**src/rtl/vending_mcn_multi.sv**
```systemverilog
// vending_mcn_multi: multi-product vending controller (coins in, selection/cancel, vend pulse, greedy 10/5/2/1 change out, registered outputs)
module vending_mcn_multi #(
  parameter int NPROD = 4,
  parameter int CREDIT_W = 8,
  parameter int MAX_CREDIT = 200,
  parameter logic [NPROD*CREDIT_W-1:0] PRICE_LIST = {8'd25, 8'd10, 8'd20, 8'd15}
) (
  input  logic                clk,
  input  logic                rst,
  input  logic                coin_valid,
  input  logic [3:0]          coin_val,
  input  logic                sel_valid,
  input  logic [3:0]          sel_id,
  input  logic                cancel,
  output logic                vend,
  output logic [3:0]          vend_id,
  output logic                change_valid,
  output logic [3:0]          change_coin,
  output logic                coin_reject,
  output logic                sel_deny,
  output logic [CREDIT_W-1:0] credit,
  output logic [1:0]          state
);
  typedef enum logic [1:0] {IDLE = 2'b00, CRED = 2'b01, VEND = 2'b10, CHNG = 2'b11} state_t;
  state_t st;
  logic [CREDIT_W-1:0] price, chg;
  logic [CREDIT_W:0] sum;
  logic coin_legal, can_ok, sel_ok, coin_ok;
  assign state = st;
  assign price = (32'(sel_id) < NPROD) ? PRICE_LIST[32'(sel_id)*CREDIT_W +: CREDIT_W] : '0;
  assign sum = {1'b0, credit} + {{(CREDIT_W-3){1'b0}}, coin_val};
  assign coin_legal = (coin_val == 4'd1 || coin_val == 4'd2 || coin_val == 4'd5 || coin_val == 4'd10) &&
                      sum <= (CREDIT_W+1)'(MAX_CREDIT);
  assign can_ok = st == CRED && cancel;
  assign sel_ok = st == CRED && !cancel && sel_valid && 32'(sel_id) < NPROD && credit >= price;
  assign coin_ok = (st == IDLE || st == CRED) && coin_valid && !can_ok && !sel_ok && coin_legal;
  assign chg = credit >= CREDIT_W'(10) ? CREDIT_W'(10) :
               credit >= CREDIT_W'(5)  ? CREDIT_W'(5)  :
               credit >= CREDIT_W'(2)  ? CREDIT_W'(2)  : CREDIT_W'(1);
  always_ff @(posedge clk) begin
    if (rst) begin
      st <= IDLE;
      credit <= '0;
      vend <= 1'b0;
      vend_id <= '0;
      change_valid <= 1'b0;
      change_coin <= '0;
      coin_reject <= 1'b0;
      sel_deny <= 1'b0;
    end else begin
      vend <= 1'b0;
      change_valid <= 1'b0;
      coin_reject <= coin_valid && !coin_ok;
      sel_deny <= sel_valid && !sel_ok;
      case (st)
        IDLE, CRED: begin
          if (can_ok) st <= CHNG;
          else if (sel_ok) begin
            st <= VEND;
            vend <= 1'b1;
            vend_id <= sel_id;
            credit <= credit - price;
          end else if (coin_ok) begin
            st <= CRED;
            credit <= sum[CREDIT_W-1:0];
          end
        end
        VEND: st <= credit == '0 ? IDLE : CHNG;
        CHNG: begin
          if (credit == '0) st <= IDLE;
          else begin
            change_valid <= 1'b1;
            change_coin <= chg[3:0];
            credit <= credit - chg;
          end
        end
      endcase
    end
  end
endmodule

```
**config.mk**
```make
export PLATFORM = sky130hd
export DESIGN_NAME = vending_mcn_multi
export DESIGN_NICKNAME = d
export VERILOG_FILES = /design/src/rtl/vending_mcn_multi.sv
export SDC_FILE = /design/constraint.sdc
export NUM_CORES = 1
export LEC_CHECK = 0
export ABC_AREA = 1
export CELL_PAD_IN_SITES_DETAIL_PLACEMENT = 2
export CELL_PAD_IN_SITES_GLOBAL_PLACEMENT = 2
export CORE_MARGIN = 4
export CORE_UTILIZATION = 28
export DETAILED_ROUTE_END_ITERATION = 10
export PLACE_DENSITY = 0.79
export SLEW_MARGIN = 10
export SYNTH_ARGS = -nofsm -noshare
export SYNTH_HDL_FRONTEND = slang
export SYNTH_SLANG_ARGS = --single-unit
```
**constraint.sdc**
```tcl
create_clock -name clk -period 3.17 [get_ports clk]
set_input_delay 0.634 -clock clk [delete_from_list [all_inputs] [get_ports clk]]
set_output_delay 0.634 -clock clk [all_outputs]
set_load 0.005 [all_outputs]
```
---- Word level (Yosys, flattened, before mapping) ----
Index checks and enable logic that the tools add are counted.
word-level totals
  bits in read-only memories .............. 0
  latch bits .............................. 0
  memories ................................ 0
  output and inout port bits .............. 22
  bits in registers ....................... 22
  bits in writable memories ............... 0
  word-level logic and storage cells ...... 81
  input bits .............................. 13
operators by class
  $add $sub $neg .......................... 3
  multiply operators ...................... 0
  reductions and logical operators ........ 30
  divide/modulo/power cells ............... 0
  bitwise gates (word level) .............. 4
  mux-type cells .......................... 17
  shifts and indexed selects .............. 1
  eq/ne operators ......................... 12
  magnitude comparators ................... 6
operators by type and width
  kind                     count
  $mux 8                   5
  $shiftx 32x8->8 const A  1
  $pmux 8 s2               1
  $logic_and 1x1->1        12
  $mux 2                   6
  $add 8x4->9              1
  $le 9x8->1 const B       1
  $ge 8x2->1 const B       1
  $ge 8x3->1 const B       1
  $ge 8x4->1 const B       1
  $ge 8x8->1               1
  $logic_not 8->1          1
  $sub 8x4->8              1
  $sub 8x8->8              1
  $ne 2x2->1 const B       3
  $pmux 2 s3               1
  $eq 2x2->1 const B       2
  $eq 4x1->1 const B       1
  $eq 4x2->1 const B       1
  $eq 4x3->1 const B       1
  $eq 4x4->1 const B       1
  $logic_not 1->1          4
  $logic_or 1x1->1         4
  $lt 4x3->1 const B       1
  14 further kinds         20

---- Longest topological paths before layout ----
  word-level depth ........................ 12
  mapped depth ............................ 19
  gate-level depth less buffers ........... 18

---- Least setup slack after synthesis ----
No wires, ideal clock.
  path type ............................... input to register
  start ................................... in sel_id[0]
  end ..................................... reg credit[1]
  cell stages on the path ................. 17
  path buffers ............................ 1
  arrival ................................. 2566 ps
  library setup time ...................... 115 ps
  required time ........................... 3055 ps
  slack ................................... 489 ps
  cells stage by stage .................... inv_1 -> o21ai_0 -> a21oi_1 -> ha_1 -> fa_1 -> nand3b_1 -> nand2_1 -> nand2_1 -> nand2_2 -> nand2_4 -> nand2_2 -> nor2_2 -> nand2_2 -> nand2_4 -> buf_6 -> a21oi_1 -> nor2_1
between the ends
  cells in the longest elaborated chain, start to end .. 9
  elaborated cells between the ends (all ways) .. 15
  those cells by class .................... 1 x add/sub; 2 x order compare; 1 x eq/ne; 1 x shift; 4 x mux; 6 x reduce/logical
RTL lines
  what                                           line    text
  start, declared                                13      input logic [3:0] sel_id,
  $shiftx 32x8->8 or $lt 4x3->1 (tied branches)  30, 35
  $mux 8                                         30      assign price = (32'(sel_id) < NPROD) ? PRICE_LIST[32'(sel_id)*CREDIT_W +: CREDIT_W] : '0;
  $ge 8x8->1                                     35      assign sel_ok = st == CRED && !cancel && sel_valid && 32'(sel_id) < NPROD && credit >= price;
  $logic_and 1x1->1                              35
  $logic_not 1->1                                36      assign coin_ok = (st == IDLE || st == CRED) && coin_valid && !can_ok && !sel_ok && coin_legal;
  $logic_and 1x1->1 (2 in a row)                 36
  $ne 3x3->1 (no line)                           --
  $reduce_and 4->1 (no line)                     --
  end signal, assigned                           62      credit <= credit - price;
  end signal, assigned                           65      credit <= sum[CREDIT_W-1:0];
  end signal, assigned                           74      credit <= credit - chg;
  end, declared                                  21      output logic [CREDIT_W-1:0] credit,
Several ways; a longest one is shown, not always the timed one. The select of a mux whose other input is x is not followed.
A chain may end at the register's enable or synchronous reset.

---- Final worst setup path ----
  start ................................... in sel_id[3]
  end ..................................... reg credit[1]
Same word-level chain as after synthesis.

==> out/qor.txt <==
Status = finished, final reports clean
M3 GR Usage = 0.0232
Drt drc = 0
CTS H-tree depth = 1
Num CTS Buffers = 3
Leakage = 1.30 nW
Pre-CTS setup slack = -0.253 ns
CTS clk-pin slew, worst paths = 0.08 ns
Cell Rows = 30
Vias in the first global route = 2493
Iter 0 DRT Violations = 68
Largest net degree at the start of global routing = 18
Final Hold Viols = 0
Clk_lat worst skew = 0.27 ns
Total grt overflow = 0
Core Area = 0.00679 mm²
Critical path start-end classification = in -> reg
Clk buf depth = 2
Placed wire-length estimate = 6.29 mm
Routed Antenna Nets = 0
Fin util = 0.392
GR Layer Usage met1 = 0.247
Initial Utilization = 0.287
Layout area overhead = 36.4%
# fillers = 833
Hold Path Class = reg -> reg
Synth Warn # = 0
Vias = 2279
Simple-gate portion of the synthesized area = 0.414
Peak VDD IR = 0.251 mV
Top Usage Layer GRT = met2
Top cell type by total area after synthesis = dfxtp_1
Syn Nets = 347
Worst path required time = 3.33 ns
Port Buffers = 34
Setup violators final = 0
Layout cells sized above 1 = 0.137
Pins Over Slew Limit = 0
CP endpoint kind = register
Number of distinct library cells after synthesis = 30
Placer congestion estimate = 0.825
Post-synth top area share = 0.226
Cts hold-fix bufs = 0
Synth top area cells = dfxtp_1 23%, nand2_1 16%, nand3_1 9.2%
Num Clock Sinks = 22
Die Y = 91.5 µm
Drt total wl = 7.89 mm
Setup TNS Final = 0 ns
CTS tree = yes
Initial antenna violation count = 0
Post-Synthesis Cells = 318
Hold Slack = 0.451 ns
Avg WL per Cell = 16.8 µm
Final WS setup = 0.189 ns
Nets = 403
Crit path max fanout = 17
Mapped Avg Cell Area = 6.13 µm²
Post-Synth Adder-Cell Area = 0.114
Fraction of synthesized area in multiplexers = 0
P per Cell Area = 599 mW/mm²
RSZ-0062 raised after global routing = false
Startpoint types = input pin
Netlist Area Pre-Place = 0.00195 mm²
Die span in x = 91.5 µm
Total Die Area = 0.00837 mm²
CP arrival = 3.14 ns
Clk root buf = clkbuf_8
Max Cap Viol = 0
Flops & latches, synth = 22
Slew @ Worst Pin = 0.473 ns
Post-Synth XOR/XNOR Area = 0.0180
Seq/Total Area, Yosys = 0.226
Fin crit period = 2.98 ns
Combinational family with the most area after synthesis = simple AND/OR/NAND/NOR gates
DRT Pass-1 Iters = 4
Global-route wire length before repair = 12.7 mm
Synth Area in Compound Gates = 0.130
Clock skew = 0.00723 ns
N_diodes = 0
GRT Total Usage = 0.190
Slew margin rel. = 0.685
I/O pin cnt = 35
Vias per cell = 4.86
Crit share post-route = 0.941
Met2 usage = 0.343
Peak Freq = 0.335 GHz
where the power goes:
part	switching [mW]	internal (mW)
sequential	0.0290	0.305
clock	0.0997	0.111
combinational	0.635	0.414
critical path, cell delays in order:
cell and delay [ns]:
clkdlybuf4s50_1 0.39, nor2_1 0.19, o21ai_2 0.10, buf_4 0.14, buf_4 0.12, ha_1 0.33, a21oi_2 0.18, nand2_1 0.10
nand2_1 0.08, nand2_2 0.10, nand2_8 0.13, nand2_4 0.06, nor2_2 0.12, nand2_2 0.11, nand2_8 0.13, nand3_1 0.08
nand2_1 0.07, nor2_1 0.05
state kept, by name, summed over array words and instances (netlist names):
signal and flops:
credit 8, change_coin 4, vend_id 4, state 2, change_valid 1, coin_reject 1
sel_deny 1, vend 1
Yosys cell counts, drive strengths merged:
master,number
buf,7
o21ai,15
clkbuf,2
ha,13
o21bai,1
a31oi,1
nand2,89
xnor2,1
fa,3
inv,35
and2,1
nand3b,3
dfxtp,22
o211a,2
nor3,2
xor2,3
clkinv,1
nor2,49
nand4,4
a21oi,28
nand3,36
metal layers:
layer | vias to the layer above | part of all wire | wire, µm
met1 | 1100 | 0.48 | 3750
met2 | 35 | 0.50 | 3920
li1 | 1140 | - | -
met4 | 0 | 0.0051 | 40
met5 | - | 0 | 0
met3 | 4 | 0.023 | 178
cell families after synthesis:
group                    Yosys count
AND/OR/NAND/NOR                  184
AO/OA/AOI/OAI                     47
XOR/XNOR                           4
buffers and inverters             45
adder cells (fa/ha/maj)           16
flip-flops                        22
layout make-up:
type | count | area [µm²] | area share
Sequential cell | 22 | 440 | 0.166
Inverter | 36 | 138 | 0.0517
Clock buffer | 4 | 55.1 | 0.0207
Tap cell | 96 | 120 | 0.0452
Multi-Input combinational cell | 251 | 1370 | 0.513
Timing Repair Buffer | 60 | 542 | 0.204
layout by cell type, fill, tap and decap left out, types with 2 or more instances in the layout:
cell / synthesis / routed
nand2_1: 84 / 83
nor2_1: 44 / 43
nand3_1: 36 / 36
inv_1: 33 / 33
clkdlybuf4s50_1: 0 / 33
buf_4: 1 / 25
a21oi_1: 27 / 24
dfxtp_1: 22 / 22
ha_1: 13 / 12
o21ai_0: 13 / 9
o21ai_1: 2 / 5
nor2_2: 3 / 4
nand4_1: 4 / 4
a21oi_2: 1 / 4
clkbuf_8: 0 / 4
nand2_2: 3 / 3
nand3b_1: 3 / 3
xor2_1: 3 / 3
o211a_1: 2 / 2
nor2_4: 2 / 2
nand2_8: 0 / 2
nor3_1: 2 / 2
fa_1: 3 / 2
path summary, 6_finish.rpt:
kind,start,to,slack [ns],cells after the start
setup / recovery,sel_id[3],credit[1],0.19,18
hold / removal,vend_id[2],vend_id[2],0.45,2
setup reg to reg,credit[1],credit[6],0.32,17
hold reg to reg,vend_id[2],vend_id[2],0.45,2
timing repair:
action | in CTS | in global routing
setup buffers | 0 | 4
resized for setup | 0 | 18
setup endpoints to repair | 0 | 11
metrics by stage:
| step | total power, mW | cells | area (µm²) |
|---|---|---|---|
| after CTS | 1.55 | 465 | 2570 |
| final | 1.59 | 469 | 2660 |
| after floorplan | 0.971 | 318 | 1950 |
| after global placement | 1.29 | 461 | 2520 |
| after global routing | 1.74 | 469 | 2660 |
| after detailed placement | 1.32 | 461 | 2520 |
Note: power is estimated with default switching activity, not from simulation.
==> patch: new RTL, config.mk and constraints unchanged <==
Make the reset (`rst`) asynchronous in one clocked block.
--- a/src/rtl/vending_mcn_multi.sv
+++ b/src/rtl/vending_mcn_multi.sv
@@ -37,7 +37,7 @@
   assign chg = credit >= CREDIT_W'(10) ? CREDIT_W'(10) :
                credit >= CREDIT_W'(5)  ? CREDIT_W'(5)  :
                credit >= CREDIT_W'(2)  ? CREDIT_W'(2)  : CREDIT_W'(1);
-  always_ff @(posedge clk) begin
+  always_ff @(posedge clk or posedge rst) begin
     if (rst) begin
       st <= IDLE;
       credit <= '0;
Behaviour: differs if rst is asserted again (counterexample within 4 cycles, from zero or initial values and one cycle with rst high); with rst held inactive, the same outputs for 10 cycles.
==> patch against the unedited design <==
Sequential cell count did not move; global-route usage increased by 0.60 points; via count increased by 1.5%; count of clock-buffer cells in the layout decreased by 1; synthesized area is 8.5% higher; final area grew 6.5%; synthesized cell count decreased by 1.6%; worst setup slack worse by 50 ps; sequential share of layout area grew 2.9 points; routed wire length up 6.5%.
Power is not compared: it rests on default switching activity, and its combinational part moved more than twofold at a synthesized area within 25%.
==> patch: results (changes against the unedited design) <==
| Metric | Value |
|---|---|
| Status | finished, final reports clean |
| GRT Util Overall | 0.196 (+0.00596) |
| FILL cells | 897 (+7.7%) |
| Routed WL | 8.40 mm (+6.5%) |
| Hold Startpoint | change_coin[1]$_DFFE_PP0P_ |
| Max Fclk | 330 MHz (-1.7%) |
| Non-clk buf share | 0.184 (-0.0199) |
| Routed vias | 2313 (+1.5%) |
| Met3 wire len | 198 µm (+11%) |
| First-pass GRT wire length | 13.4 mm (+5.4%) |
| Worst Setup EP | credit[0]$_DFFE_PP0P_ |
| Wl on met1 | 3.85 mm (+2.6%) |
| GR Layer Usage met1 | 0.257 (+0.0100) |
| Clock-cell share | 0.0252 (+0.00448) |
| Post-synthesis adder-cell area fraction | 0.105 (-0.00897) |
| WL met2 | 4.24 mm (+8.2%) |
| Worst Tran Pin Value | 869 ps (+396 ps) |
| Post-synthesis sequential area ratio | 0.260 (+0.0343) |
| First DRT Iteration DRCs | 103 (+51%) |
| DP Area | 2720 µm² (+8.1%) |
| Post-synthesis xor/xnor area fraction | 0.0207 (+0.00273) |
| Met3 usage | 0.0104 (-0.0128) |
| DR WL/cell | 17.8 µm (+6.0%) |
| Crit path max fanout | 4 (-13) |
| Most common flop cell mapped by yosys | dfrtp_1 |
| Seq/total area | 0.194 (+0.0288) |
| M2 GR Usage | 0.353 (+0.0102) |
| Multi-input logic area | 1390 µm² (+1.6%) |
| Area contributors post-synth | dfrtp_1, nand2_1, nand3_1 |
| Nets | 402 (-0.25%) |
| Non-clk invs | 48 (+33%) |
| Compound-gate portion of the synthesized area | 0.0863 (-0.0433) |
| GPL Wtd Cong | 0.829 (+0.47%) |
| Vias in the first global route | 2540 (+1.9%) |
| Fraction of layout cells with a size suffix above 1 | 0.156 (+0.0192) |
| WHS Endpoint | change_coin[1]$_DFFE_PP0P_ |
| R2R cell count | 15 (-2) |
| Synth cell count leaders | nand2_1, nand3_1, inv_1, dfrtp_1, nor2_1 |
| Min Hold Slack | 508 ps (+57.5 ps) |
| Placed Instances | 465 (+0.87%) |
| Skew final | 3.87 ps (-3.36 ps) |
-- patch: cell count changes after synthesis, moves of 6 or more --
| cell | before | now |
|---|---|---|
| a21oi_1 | 27 | 8 |
| inv_1 | 33 | 40 |
| inv_2 | 2 | 8 |
| dfxtp_1 | 22 | 0 |
| nor2_1 | 44 | 21 |
| nand2_1 | 84 | 93 |
| nand3_1 | 36 | 46 |
| dfrtp_1 | 0 | 22 |
-- patch: logic make-up (layout without fill, tap and decap cells) --
group                    after synthesis  in the layout
XOR/XNOR                               5              5
AND/OR/NAND/NOR                      188            189
AO/OA/AOI/OAI                         30             30
flip-flops                            22             22
buffers and inverters                 52            110
adder cells (fa/ha/maj)               16             16
-- patch: repair_timing --
| action | 4_1_cts | 5_1_grt |
|---|---|---|
| endpoints found under the hold margin | 0 | 0 |
| gates resized for setup | 3 | 3 |
| endpoints found under the setup margin | 8 | 8 |
| cloned | 0 | 1 |
| pin swaps | 0 | 1 |
| buffers inserted | 0 | 1 |
